**src/rtl/button_event_encoder.sv**
```systemverilog
// Button event encoder: turns the debounced button level into short / long /
// double press events and hands each one out as an ASCII byte over a
// single-entry valid/ready register feeding the UART TX byte port.
module button_event_encoder #(
    parameter logic [15:0] LONG_TICKS = 16'd1024,
    parameter logic [15:0] DOUBLE_GAP = 16'd307
) (
    input  logic       clk_1024,
    input  logic       reset,
    input  logic       enable,
    input  logic       prell_flag,
    input  logic       event_ready,
    output logic       event_valid,
    output logic [7:0] event_data,
    output logic [7:0] event_count,
    output logic       overrun
);

    localparam logic [7:0] CODE_SHORT  = 8'h53;  // 'S'
    localparam logic [7:0] CODE_LONG   = 8'h4C;  // 'L'
    localparam logic [7:0] CODE_DOUBLE = 8'h44;  // 'D'

    typedef enum logic [2:0] {
        S_IDLE,
        S_PRESS1,
        S_LONG,
        S_GAP,
        S_PRESS2
    } state_e;

    state_e      state_q, state_d;
    logic [15:0] timer_q, timer_d;
    logic        emit;
    logic [7:0]  emit_code;

    logic        valid_q;
    logic [7:0]  data_q;
    logic [7:0]  count_q;
    logic        overrun_q;
    logic        xfer;
    logic        store;

    // Classifier next state and event emission.
    always_comb begin
        state_d   = state_q;
        emit      = 1'b0;
        emit_code = 8'h00;
        if (!enable) begin
            state_d = S_IDLE;
        end else begin
            unique case (state_q)
                S_IDLE: begin
                    if (prell_flag) state_d = S_PRESS1;
                end
                S_PRESS1: begin
                    // A release on the long-press boundary edge still counts
                    // as a short press.
                    if (!prell_flag) begin
                        state_d = S_GAP;
                    end else if (timer_q == LONG_TICKS - 16'd1) begin
                        emit      = 1'b1;
                        emit_code = CODE_LONG;
                        state_d   = S_LONG;
                    end
                end
                S_LONG: begin
                    if (!prell_flag) state_d = S_IDLE;
                end
                S_GAP: begin
                    // The gap timeout wins over a re-press sampled on the same
                    // edge: that press is too late and starts a new sequence.
                    if (timer_q == DOUBLE_GAP - 16'd1) begin
                        emit      = 1'b1;
                        emit_code = CODE_SHORT;
                        state_d   = S_IDLE;
                    end else if (prell_flag) begin
                        state_d = S_PRESS2;
                    end
                end
                S_PRESS2: begin
                    if (!prell_flag) begin
                        emit      = 1'b1;
                        emit_code = CODE_DOUBLE;
                        state_d   = S_IDLE;
                    end else if (timer_q == LONG_TICKS - 16'd1) begin
                        emit      = 1'b1;
                        emit_code = CODE_DOUBLE;
                        state_d   = S_LONG;
                    end
                end
                default: state_d = S_IDLE;
            endcase
        end
    end

    // Timer restarts on each state entry and only runs in the timed states.
    always_comb begin
        timer_d = 16'd0;
        if (enable && (state_d == state_q) &&
            ((state_q == S_PRESS1) || (state_q == S_GAP) || (state_q == S_PRESS2)))
            timer_d = timer_q + 16'd1;
    end

    // Classifier state and timer registers.
    always_ff @(posedge clk_1024 or posedge reset) begin
        if (reset) begin
            state_q <= S_IDLE;
            timer_q <= 16'd0;
        end else begin
            state_q <= state_d;
            timer_q <= timer_d;
        end
    end

    assign xfer  = valid_q && event_ready;
    assign store = emit && (!valid_q || xfer);

    // Single-entry output register; an emit into a full, stalled slot is lost.
    always_ff @(posedge clk_1024 or posedge reset) begin
        if (reset) begin
            valid_q   <= 1'b0;
            data_q    <= 8'h00;
            count_q   <= 8'd0;
            overrun_q <= 1'b0;
        end else begin
            if (store) begin
                valid_q <= 1'b1;
                data_q  <= emit_code;
                count_q <= count_q + 8'd1;
            end else if (xfer) begin
                valid_q <= 1'b0;
            end
            if (emit && !store) overrun_q <= 1'b1;
        end
    end

    assign event_valid = valid_q;
    assign event_data  = data_q;
    assign event_count = count_q;
    assign overrun     = overrun_q;

endmodule

```
**config.mk**
```make
export PLATFORM = sky130hd
export DESIGN_NAME = button_event_encoder
export DESIGN_NICKNAME = d
export VERILOG_FILES = /design/src/rtl/button_event_encoder.sv
export SDC_FILE = /design/constraint.sdc
export NUM_CORES = 1
export LEC_CHECK = 0
export ABC_CLOCK_PERIOD_IN_PS = 3000
export BUFFER_PORTS_ARGS = -buffer_cell sky130_fd_sc_hd__buf_2
export CAP_MARGIN = 20
export CORE_UTILIZATION = 30
export DETAILED_ROUTE_END_ITERATION = 10
export HOLD_SLACK_MARGIN = 0.15
export PLACE_DENSITY_LB_ADDON = 0.08
export SYNTH_ARGS = -nofsm -noshare
export SYNTH_HDL_FRONTEND = slang
export SYNTH_SLANG_ARGS = --single-unit
```
**constraint.sdc**
```tcl
create_clock -name clk_1024 -period 3 [get_ports clk_1024]
set_input_delay 0.3 -clock clk_1024 [delete_from_list [all_inputs] [get_ports clk_1024]]
set_output_delay 0.3 -clock clk_1024 [all_outputs]
set_load 0.02 [all_outputs]
```
==> impl_metrics.py <==
metrics = {
    "grt": {
        "grt_pass1_vias": 1207,
        "grt-ovfl-total": 0,
        "grt_pass1_wl_um": 5950,
        "grt_max_degree": 34,
        "grtUsageTotal_pct": 12.8,
        "antenna_found_initial": 0,
    },
    "synth": {
        "yosysSeqAreaShare_pct": 47.5,
        "synth_largest_area_cell": "dfrtp_1",
        "synth_edf_count": 0,
        "ys_ff_latch": 33,
        "async_flop_share_pct": 100,
        "yosysWarnings": 0,
        "synth_area_per_cell_um2": 10.5,
        "synth_cell_types": 43,
        "synthFlopType": "dfrtp_1",
        "synth_top_area_share_pct": 47.5,
        "synthTopCellsByArea": "dfrtp_1 (47%), xor2_1 (5.5%), xnor2_1 (5.0%), nor2_1 (4.5%), nand3_1 (2.6%)",
        "synthCells": 165,
        "syn-cell-area_mm2": 0.00174,
    },
    "setup_path": {
        "r2r_end": "event_count[1]",
        "worstReg2RegStart": "timer_q[0]",
        "r2r_cells": 6,
        "startpoint_type": "flip-flop",
        "crit_type": "reg2reg",
        "worstPathRequired_ns": 3.17,
        "critPathLaunch": "timer_q[0]",
        "endpoint": "event_count[1]",
        "regToRegSetupSlack_ns": 0.71,
        "cp_max_fo": 10,
        "worstPathArrival_ns": 2.46,
        "end_kind": "flip-flop",
    },
    "finish": {
        "regArea_um2": 826,
        "num-fill-cells": 575,
        "syn2layout_area_growth_pct": 15.8,
        "drive_above_1_share_pct": 24.9,
        "diodes": 0,
        "multi_input_area_um2": 845,
        "finalNetCount": 196,
    },
    "clocking": {
        "cts-root-buf": "clkbuf_8",
        "post_cts_buffers": 0,
        "htreeDepth": 2,
        "cts_sinks": 33,
        "path_clk_slew_ns": 0.07,
        "cts_made_buffers": 5,
        "cts_tree": "done",
        "clkLatencyLatePin_ns": 0.28,
        "cts_buffer_depth": 2,
    },
    "timing": {
        "slew_violations": 0,
        "holdWs_ns": 0.277,
        "min_period_ns": 2.29,
        "fmax_mhz": 437,
        "tightestPinTransition_ns": 0.607,
        "skew_ns": 0.00381,
        "finalSetupTns_ns": 0,
        "slew_headroom_pct": 59.6,
        "rsz0062_at_grt": "no",
        "finalCritPeriodShare_pct": 76.3,
        "finalHoldViolCount": 0,
        "setup_viol": 0,
    },
    "floorplanning": {
        "fp.dieW_um": 78.1,
        "fp.coreArea_mm2": 0.00554,
        "dieHeight_um": 78.1,
        "io_pins": 23,
        "core.rowCount": 27,
        "die-area_mm2": 0.00611,
        "initial_core_util_pct": 31.4,
    },
    "outcome": {
        "status": "complete, no violations",
    },
    "drt": {
        "vias": 1247,
        "wl_met2_um": 1660,
        "drc": 0,
        "ant_nets": 0,
        "drt_iter0_markers": 41,
        "wl_per_cell_um": 13.3,
        "vias_per_cell": 4.78,
        "routed_wirelength_um": 3470,
        "route.met3.wl_um": 154,
        "firstDrtPassIters": 4,
        "top_layer": "met4",
        "met1_length_um": 1610,
    },
    "pwr": {
        "seqPwrFrac_pct": 48.6,
        "p_switching_w": 0.000310,
        "ir_worst_vdd_uv": 245,
        "power.density_cell_area_mw_per_mm2": 530,
        "leakagePower_nw": 0.884,
        "swShare_pct": 29.1,
        "p_clk_share_pct": 34.7,
        "power_frac_comb_pct": 16.7,
        "p_int_w": 0.000756,
    },
    "placed_design": {
        "hpwl_um": 2480,
        "gp_congestion": 0.746,
        "portBuffers": 20,
    },
    "flow_run": {
        "cap_viol_max_count": 0,
    },
    "worst_hold_path": {
        "worstHoldPathType": "in2reg",
    },
}
## area by class of cell
cell class	count	share of cell area [%]
Multi-Input combinational cell	118	42.0
Sequential cell	33	41.0
Timing Repair Buffer	23	6.22
Clock buffer	7	4.79
Tap cell	72	4.47
Inverter	7	1.31
Clock inverter	1	0.249
## flip-flops by register name, summed over array words and instances, names as in the netlist
| name | count |
|---|---|
| timer_q | 16 |
| state_q | 3 |
| event_valid | 1 |
| event_count | 8 |
| event_data | 4 |
| overrun | 1 |
## how the worst min path moves through the flow
stage / start / end / cells past startpoint
finish: event_ready / event_valid / 3
global route: event_ready / event_valid / 3
global placement: reset / event_data[4] / 3
detailed placement: reset / event_data[4] / 3
CTS: event_ready / event_valid / 3
floorplan: reset / event_count[0] / 1
## placed cells by master, fill, tap and decap left out, types with 2 or more instances in the layout
cell type,instances
o21ai_1,4
inv_1,7
o2111ai_1,2
clkbuf_8,7
dfrtp_1,33
nand4_1,2
and2_1,5
and4_1,5
nor2_1,21
conb_1,2
buf_4,2
nand2_1,8
buf_2,20
xor2_1,11
o21ai_0,5
nand3_1,9
a21oi_1,4
ha_1,3
and4_2,4
xnor2_1,10
## synth_stat cells (2+ instances only)
cell        n
xor2_1     11
clkbuf_1    3
inv_1       7
nor2_1     21
ha_1        3
o21ai_0     5
nand4_1     2
buf_4       4
and4_1      5
and2_1      5
nand2_1     8
a21oi_1     4
o2111ai_1   2
o21ai_1     4
xnor2_1    10
nand3_1     9
and4_2      4
dfrtp_1    33
## kinds of logic (layout without fill, tap and decap cells)
family	Yosys count	count (layout)	share of synthesized area, %
AOI/OAI and AO/OA	24	24	10.2
xor gates and xnor gates	21	21	10.6
adders and majority gates	3	3	2.16
buffers and inverters	15	38	4.17
DFF	33	33	47.5
muxes	1	1	0.863
other	1	2	0.216
and+or+nand+nor	67	67	24.3
## per-stage QoR
step	util, %	instance area (µm²)	instances	power [W]	setup WS, ns
after floorplan	-	1740	166	0.000652	0.930
after global placement	34.3	1900	252	0.000706	0.777
after detailed placement	34.3	1900	252	0.000710	0.728
after CTS	36.3	2010	261	0.00109	0.700
after global routing	36.3	2010	261	0.00113	0.535
final	36.3	2010	261	0.00107	0.710
## power by group through the flow
stage	Sequential [W]	Clock [W]	Combinational, W
2_1_floorplan	0.000555	0	0.0000962
3_3_place_gp	0.000527	0	0.000179
3_5_place_dp	0.000528	0	0.000182
4_1_cts	0.000520	0.000384	0.000183
5_1_grt	0.000524	0.000408	0.000197
6_report	0.000518	0.000370	0.000179
## metal layers
layer	vias up	GRT usage [%]
met5	-	0
met4	0	4.44
met3	5	3.95
met2	24	20.2
met1	610	16.5
li1	608	-
## critical path, cell delays in order, from the launching register on
cell	delay, ns
dfrtp_1	0.41
ha_1	0.23
and4_2	0.27
nand4_4	0.15
a2111oi_4	0.67
nor2_2	0.14
mux2_4	0.32
## timing repair
item / in CTS / in global routing
gates resized for setup: 0 / 0
hold buffers: 1 / 0
hold endpoints to repair: 33 / 0
Power figures use the tool's default switching activity.
